### config.mk
export PLATFORM = sky130hd
export DESIGN_NAME = mvm_y_serializer
export DESIGN_NICKNAME = d
export VERILOG_FILES = /design/src/rtl/mvm_pkg.sv /design/src/rtl/mvm_y_serializer.sv
export SDC_FILE = /design/constraint.sdc
export NUM_CORES = 1
export LEC_CHECK = 0
export CAP_MARGIN = 20
export CORE_MARGIN = 2
export CORE_UTILIZATION = 53
export CTS_CLUSTER_SIZE = 24
export DETAILED_ROUTE_END_ITERATION = 16
export PLACE_DENSITY = 0.92
export SYNTH_ARGS = -nofsm -noshare
export SYNTH_HDL_FRONTEND = slang
export SYNTH_SLANG_ARGS = --single-unit
### constraint.sdc
create_clock -name clk -period 2.9 [get_ports clk]
set_input_delay 0.29 -clock clk [delete_from_list [all_inputs] [get_ports clk]]
set_output_delay 0.29 -clock clk [all_outputs]
set_load 0.05 [all_outputs]
### src/rtl/mvm_pkg.sv
// Shared defaults and FSM state type for the MVM result serializer.
package mvm_pkg;

  localparam int unsigned R_DEF             = 4;
  localparam int unsigned W_Y_OUT_DEF       = 16;
  localparam int unsigned BITS_PER_WORD_DEF = 8;

  typedef enum logic [1:0] {
    ST_IDLE = 2'd0,
    ST_SEND = 2'd1,
    ST_CSUM = 2'd2
  } ser_state_e;

endpackage

### src/rtl/mvm_y_serializer.sv
// Serializes one captured MVM result vector into UART-sized bytes, row 0 LSB first,
// followed by an XOR checksum byte flagged with m_last.
module mvm_y_serializer
  import mvm_pkg::*;
#(
  parameter int unsigned R             = R_DEF,
  parameter int unsigned W_Y_OUT       = W_Y_OUT_DEF,
  parameter int unsigned BITS_PER_WORD = BITS_PER_WORD_DEF
) (
  input  logic                     clk,
  input  logic                     rst,
  input  logic                     s_valid,
  output logic                     s_ready,
  input  logic [R*W_Y_OUT-1:0]     s_data,
  output logic                     m_valid,
  input  logic                     m_ready,
  output logic [BITS_PER_WORD-1:0] m_data,
  output logic                     m_last
);

  localparam int unsigned DW    = R * W_Y_OUT;
  localparam int unsigned N     = DW / BITS_PER_WORD;
  localparam int unsigned IDX_W = (N > 1) ? $clog2(N) : 1;
  localparam logic [IDX_W-1:0] IDX_LAST = IDX_W'(N - 1);

  ser_state_e               state_q, state_d;
  logic [IDX_W-1:0]         idx_q, idx_d;
  logic [BITS_PER_WORD-1:0] csum_q, csum_d;
  logic [DW-1:0]            cap_q, cap_d;
  logic [BITS_PER_WORD-1:0] cur_byte, next_byte;

  logic                     s_ready_q, s_ready_d;
  logic                     m_valid_q, m_valid_d;
  logic                     m_last_q, m_last_d;
  logic [BITS_PER_WORD-1:0] m_data_q, m_data_d;

  // Next-state logic; outputs are derived from the next state so they register cleanly.
  always_comb begin
    state_d   = state_q;
    idx_d     = idx_q;
    csum_d    = csum_q;
    cap_d     = cap_q;
    cur_byte  = cap_q[idx_q*BITS_PER_WORD +: BITS_PER_WORD];

    unique case (state_q)
      ST_IDLE: begin
        if (s_valid && s_ready_q) begin
          cap_d   = s_data;
          idx_d   = '0;
          csum_d  = '0;
          state_d = ST_SEND;
        end
      end
      ST_SEND: begin
        if (m_valid_q && m_ready) begin
          csum_d = csum_q ^ cur_byte;
          if (idx_q == IDX_LAST) begin
            state_d = ST_CSUM;
          end else begin
            idx_d = idx_q + IDX_W'(1);
          end
        end
      end
      ST_CSUM: begin
        if (m_valid_q && m_ready) begin
          state_d = ST_IDLE;
        end
      end
      default: state_d = ST_IDLE;
    endcase

    next_byte = cap_d[idx_d*BITS_PER_WORD +: BITS_PER_WORD];

    s_ready_d = (state_d == ST_IDLE);
    m_valid_d = (state_d != ST_IDLE);
    m_last_d  = (state_d == ST_CSUM);
    unique case (state_d)
      ST_SEND: m_data_d = next_byte;
      ST_CSUM: m_data_d = csum_d;
      default: m_data_d = '0;
    endcase
  end

  always_ff @(posedge clk) begin
    if (rst) begin
      state_q   <= ST_IDLE;
      idx_q     <= '0;
      csum_q    <= '0;
      cap_q     <= '0;
      s_ready_q <= 1'b1;
      m_valid_q <= 1'b0;
      m_last_q  <= 1'b0;
      m_data_q  <= '0;
    end else begin
      state_q   <= state_d;
      idx_q     <= idx_d;
      csum_q    <= csum_d;
      cap_q     <= cap_d;
      s_ready_q <= s_ready_d;
      m_valid_q <= m_valid_d;
      m_last_q  <= m_last_d;
      m_data_q  <= m_data_d;
    end
  end

  assign s_ready = s_ready_q;
  assign m_valid = m_valid_q;
  assign m_last  = m_last_q;
  assign m_data  = m_data_q;

endmodule

Word level (Yosys, flattened, before mapping)
Cells that the tools add are included.
Operators by class
  shifts and indexed selects: 2
  bitwise operators: 1
  divide/modulo/power cells: 0
  magnitude comparators: 0
  $add $sub $neg: 1
  reductions and logical operators: 5
  multipliers: 0
  mux-type cells: 15
  equality and inequality tests: 5
Operators by type and width (count)
  64-bit 2-to-1 mux: 2
  64-bit by 7-bit indexed part select with 8-bit output: 2
  8-bit one-hot mux with 2 select lines: 2
  8-bit 2-to-1 mux: 2
  3-bit 2-to-1 mux: 3
  2-bit 2-to-1 mux: 4
  8-bit bitwise XOR: 1
  2-bit one-hot mux with 3 select lines: 1
  3-bit one-hot mux with 2 select lines: 1
  2-bit by 1-bit equality test with 1-bit output, second input constant: 2
  2-bit equality test, second input constant: 2
  2-bit zero test: 2
  3-bit by 1-bit adder with 3-bit output, second input constant: 1
  3-bit equality test, second input constant: 1
  1-bit logical AND: 2
  2-bit nonzero test: 1
Storage, ports and cells
  output and inout bits: 11
  logic and storage cells: 37
  bits of input ports: 68
  bits in writable memories: 0
  register bits: 88
  memory bits (read-only): 0
  memories: 0
  bits in latches: 0

Logic depth before layout (Yosys ltp)
  depth in word-level cells: 6
  mapped depth: 10
  mapped depth without buffers: 10

Least setup slack after synthesis
OpenSTA, ideal clock, no wires.
  path kind: register to register
  start point: register m_valid_q, in the netlist m_valid
  end point: register m_data_q[5], in the netlist m_data[5]
  buffers on the path: 0
  data required time: 2.825 ns
  period minus slack after synthesis: 2.279 ns
  arrival: 2.204 ns
  cell stages (with the launch flop): 9
  setup time: 0.075 ns
  setup slack: 0.621 ns
  path through: dfxtp_1 nand3_1 o21ai_0 ha_1 nand3b_1 a211o_1 a211oi_1 nor3_1 o22ai_1
On the way
  word-level cells in the longest chain between the ends: 5
  elaborated cells on any way between the ends: 12
  classes of those cells: 2 x eq/ne; 1 x shift; 8 x mux; 1 x reduce/logical
Ends and longest elaborated chain
  from (decl): RTL line mvm_y_serializer.sv:33  | logic m_valid_q, m_valid_d;
  from (signal assigned): RTL line mvm_y_serializer.sv:100  | m_valid_q <= m_valid_d;
  1-bit logical AND (*): RTL line mvm_y_serializer.sv:55, mvm_y_serializer.sv:65
  3-bit 2-to-1 mux (tied with other cells): RTL line mvm_y_serializer.sv:55  | if (m_valid_q && m_ready) begin
  3-bit one-hot mux with 2 select lines or 2-bit one-hot mux with 3 select lines (tied branches): RTL line mvm_y_serializer.sv:45  | unique case (state_q)
  64-bit by 7-bit indexed part select with 8-bit output (tied with other cells): RTL line mvm_y_serializer.sv:72  | next_byte = cap_d[idx_d*BITS_PER_WORD +: BITS_PER_WORD];
  8-bit one-hot mux with 2 select lines (*): RTL line mvm_y_serializer.sv:77  | unique case (state_d)
  to (signal assigned): RTL line mvm_y_serializer.sv:102  | m_data_q <= m_data_d;
  to (decl): RTL line mvm_y_serializer.sv:35  | logic [BITS_PER_WORD-1:0] m_data_q, m_data_d;
Mark *: on every way between the ends. The rest lies on a longest branch, timed or not.
A chain may end at the register's enable or synchronous reset.

Worst setup path after layout
  start point: register idx_q[2]
  end point: register m_data_q[1], in the netlist m_data[1]
On the way
  word-level cells in the longest chain between the ends: 6
  elaborated cells on any way between the ends: 17
  classes of those cells: 1 x add/sub; 3 x eq/ne; 2 x shift; 10 x mux; 1 x bitwise
Ends and longest elaborated chain
  from (decl): RTL line mvm_y_serializer.sv:27  | logic [IDX_W-1:0] idx_q, idx_d;
  from (signal assigned): RTL line mvm_y_serializer.sv:96  | idx_q <= idx_d;
  3-bit by 1-bit adder with 3-bit output or 3-bit equality test (tied branches): RTL line mvm_y_serializer.sv:60, mvm_y_serializer.sv:57
  3-bit 2-to-1 mux or 2-bit 2-to-1 mux (tied branches): RTL line mvm_y_serializer.sv:57  | if (idx_q == IDX_LAST) begin
  3-bit 2-to-1 mux or 2-bit 2-to-1 mux (tied branches): RTL line mvm_y_serializer.sv:55
  3-bit one-hot mux with 2 select lines or 2-bit one-hot mux with 3 select lines (tied branches): RTL line mvm_y_serializer.sv:45
  64-bit by 7-bit indexed part select with 8-bit output (tied with other cells): RTL line mvm_y_serializer.sv:72
  8-bit one-hot mux with 2 select lines (*): RTL line mvm_y_serializer.sv:77
Marks and branches as above.

==> reports/results.ini <==
[detailed_routing]
routed_via_density = 6.09
ant_nets = 0
drt_iter0_markers = 537
drc = 0
firstDrtPassIters = 6
vias = 4370
routed_wl_um = 13100
wl_per_cell_um = 18.2

[pwr]
powerDensity_mw_per_mm2 = 485
p_total_uw = 2680
p_leak_uw = 0.00195
p_comb_share_pct = 16.2
clkPwrFrac_pct = 34.0
seqPwrFrac_pct = 49.8
p_sw_uw = 770
intPower_uw = 1910
irDropWorstVdd_uv = 428
swShare_pct = 28.8

[clock_tree]
cts_buffers = 9
cts-htree-levels = 3
hold_buffers = 0
clk_path_buf_depth = 2
cts_resized = 0
clock_latency_ns = 0.37
postCtsSetupRepairBufs = 0
cts.clk_slew.worst_paths_ns = 0.09
ctsRootBufferMaster = clkbuf_8
cts_tree = built
cts_num_sinks = 88

[logic_synthesis]
netlist_area_mm2 = 0.00446
syn_nets = 618
synthTopCellsByArea = dfxtp_1 (40%), nand2_1 (11%), a21oi_1 (9.2%)
async_flop_share_pct = 0
netlist_top_cells_count = nand2_1 (127), dfxtp_1 (88), a21oi_1 (82)
yosys_warnings = 0
synth-seq-cells = 88
synth_cells = 546
avgSynthCellArea_um2 = 8.17
yosysTopAreaCell = dfxtp_1
synth_flop_cell = dfxtp_1
synth_cell_types = 50
yosysMostFrequentCell = nand2_1
synth_top_area_share_pct = 39.5
synth_edf_count = 0
seq_area_frac_synth_pct = 39.5

[worst_hold_path]
hold_path.class = in -> reg

[global_routing]
grt_max_degree = 53
grt_overflow = 0
grt_pass1_wl_um = 21000
grt_pass1_vias = 4066
grtUsageTotal_pct = 30.1
antenna_found_initial = 0

[sta]
finalCritPeriodShare_pct = 87.3
setup-tns-final_ns = 0
slew_violations = 0
relSlewSlack_pct = 60.2
fmax_ghz = 0.395
period_minus_slack_ns = 2.53
tightest_slew_ns = 0.597
hold_violations = 0
fin_worst_skew_ns = 0.0119
finalSetupViolations = 0
rsz0062_at_grt = no

[placed_design]
routabilityCongestion = 0.908
hpwlAfterDp_um = 9620
port_buffers = 78

[cells_and_area]
nets = 680
syn_to_final_growth_pct = 23.8
num_antenna_cells = 0
nFillCells = 660
final_layout_size_suffix_gt1_share_pct = 11.1

[setup_path]
required_ns = 3.19
crit_chain = nand2_1 -> nor3_1 -> a21oi_1 -> ha_1 -> nand3b_1 -> a211o_1 -> a21oi_1 -> nor3_1 -> o22ai_1
cpPeakStageDelay_ns = 0.58
cp-end-kind = flip-flop
path_buf_inv = 0
start_kind = flip-flop
crit_slowest_cell = dfxtp_1
worst-setup-path-type = reg -> reg
cp_max_fo = 10
path_delay_family = compound AO/OA/AOI/OAI gates
crit_arrival_ns = 2.82

[floorplan]
die_area_mm2 = 0.00916
die_w_um = 95.7
start_util_pct = 54.5
fp-row-count = 33
boundaryPins = 79
core-area_mm2 = 0.00818
die_h_um = 95.7

[job]
cap_violations = 0

[run_status]
outcome = completed

==> placed cells by master (no fill, tap or decap), types with 3 or more instances in the layout <==
cell             netlist  layout
nand2_1              127     127
dfxtp_1               88      88
a21oi_1               82      82
clkdlybuf4s50_1        0      77
nor2_1                39      39
o21ai_0               21      21
buf_4                  1      18
mux2i_1               16      16
mux4_2                16      16
nor3_1                15      15
nand3_1               15      14
clkbuf_8               0      10
o211ai_1               7       7
o22ai_1                7       7
xor2_1                 6       6
a31oi_1                6       6
o221a_2                6       6
nand4_1                5       5
ha_1                   4       4
inv_1                  3       3
a211oi_1               3       3
==> worst paths after layout <==
path	startpoint	end	slack [ns]	depth (start not counted)
setup / recovery	idx_q[2]$_SDFF_PP0_	m_data[1]$_SDFF_PP0_	0.37	9
hold / removal	rst	csum_q[0]$_SDFF_PP0_	0.37	2
setup reg to reg	idx_q[2]$_SDFF_PP0_	m_data[1]$_SDFF_PP0_	0.37	9
hold reg to reg	cap_q[58]$_SDFF_PP0_	cap_q[58]$_SDFF_PP0_	0.48	2
==> cells by family (layout without fill, tap and decap cells) <==
| logic type | after synthesis | in the layout | share of synthesized area, % |
|---|---|---|---|
| buffers and inverters | 49 | 116 | 5.11 |
| xor gates and xnor gates | 6 | 6 | 1.18 |
| AOI/OAI and AO/OA | 153 | 153 | 21.0 |
| adders and majority gates | 4 | 4 | 1.12 |
| muxes | 32 | 32 | 11.7 |
| and+or+nand+nor | 214 | 214 | 20.5 |
| DFF | 88 | 88 | 39.5 |
==> sequential cells by signal, indices dropped and copies added (netlist names) <==
signal and flops:
m_valid 1, m_last 1, state_q 2, csum_q 8
m_data 8, s_ready 1, cap_q 64, idx_q 3
==> stage by stage <==
step                      hold WS (ns)  utilization (%)  cell area (um2)  instances  setup slack, ns
after detailed placement         0.465             65.0             5310        702            0.214
after global routing             0.401             67.5             5520        718           0.0811
after floorplan                  0.426                -             4460        546            0.621
after CTS                        0.370             67.5             5520        718            0.418
final                            0.375             67.5             5520        718            0.369
after global placement           0.454             65.0             5310        702            0.321
==> layer usage <==
metal / share of wire, % / global-route usage (%)
met5: 0 / 0
met1: 43 / 42.3
met2: 45 / 46.7
met4: 2.8 / 9.64
met3: 9.3 / 5.87
==> area by class of cell <==
type	instances	area [um2]	share of cell area (%)
multi-input combinational	409	2470	44.8
sequential	88	1760	31.9
timing repair buffer	97	931	16.9
clock buffer	10	138	2.49
tap	105	131	2.38
clock inverter	6	73.8	1.34
inverter	3	11.3	0.204
==> power groups by stage <==
stage	Sequential (uW)	Clock (uW)	Combinational, uW
floorplan	1350	0	241
global placement	1350	0	421
detailed placement	1360	0	431
CTS	1330	911	432
global route	1340	958	475
finish	1330	909	434
(Power assumes the default switching activity.)
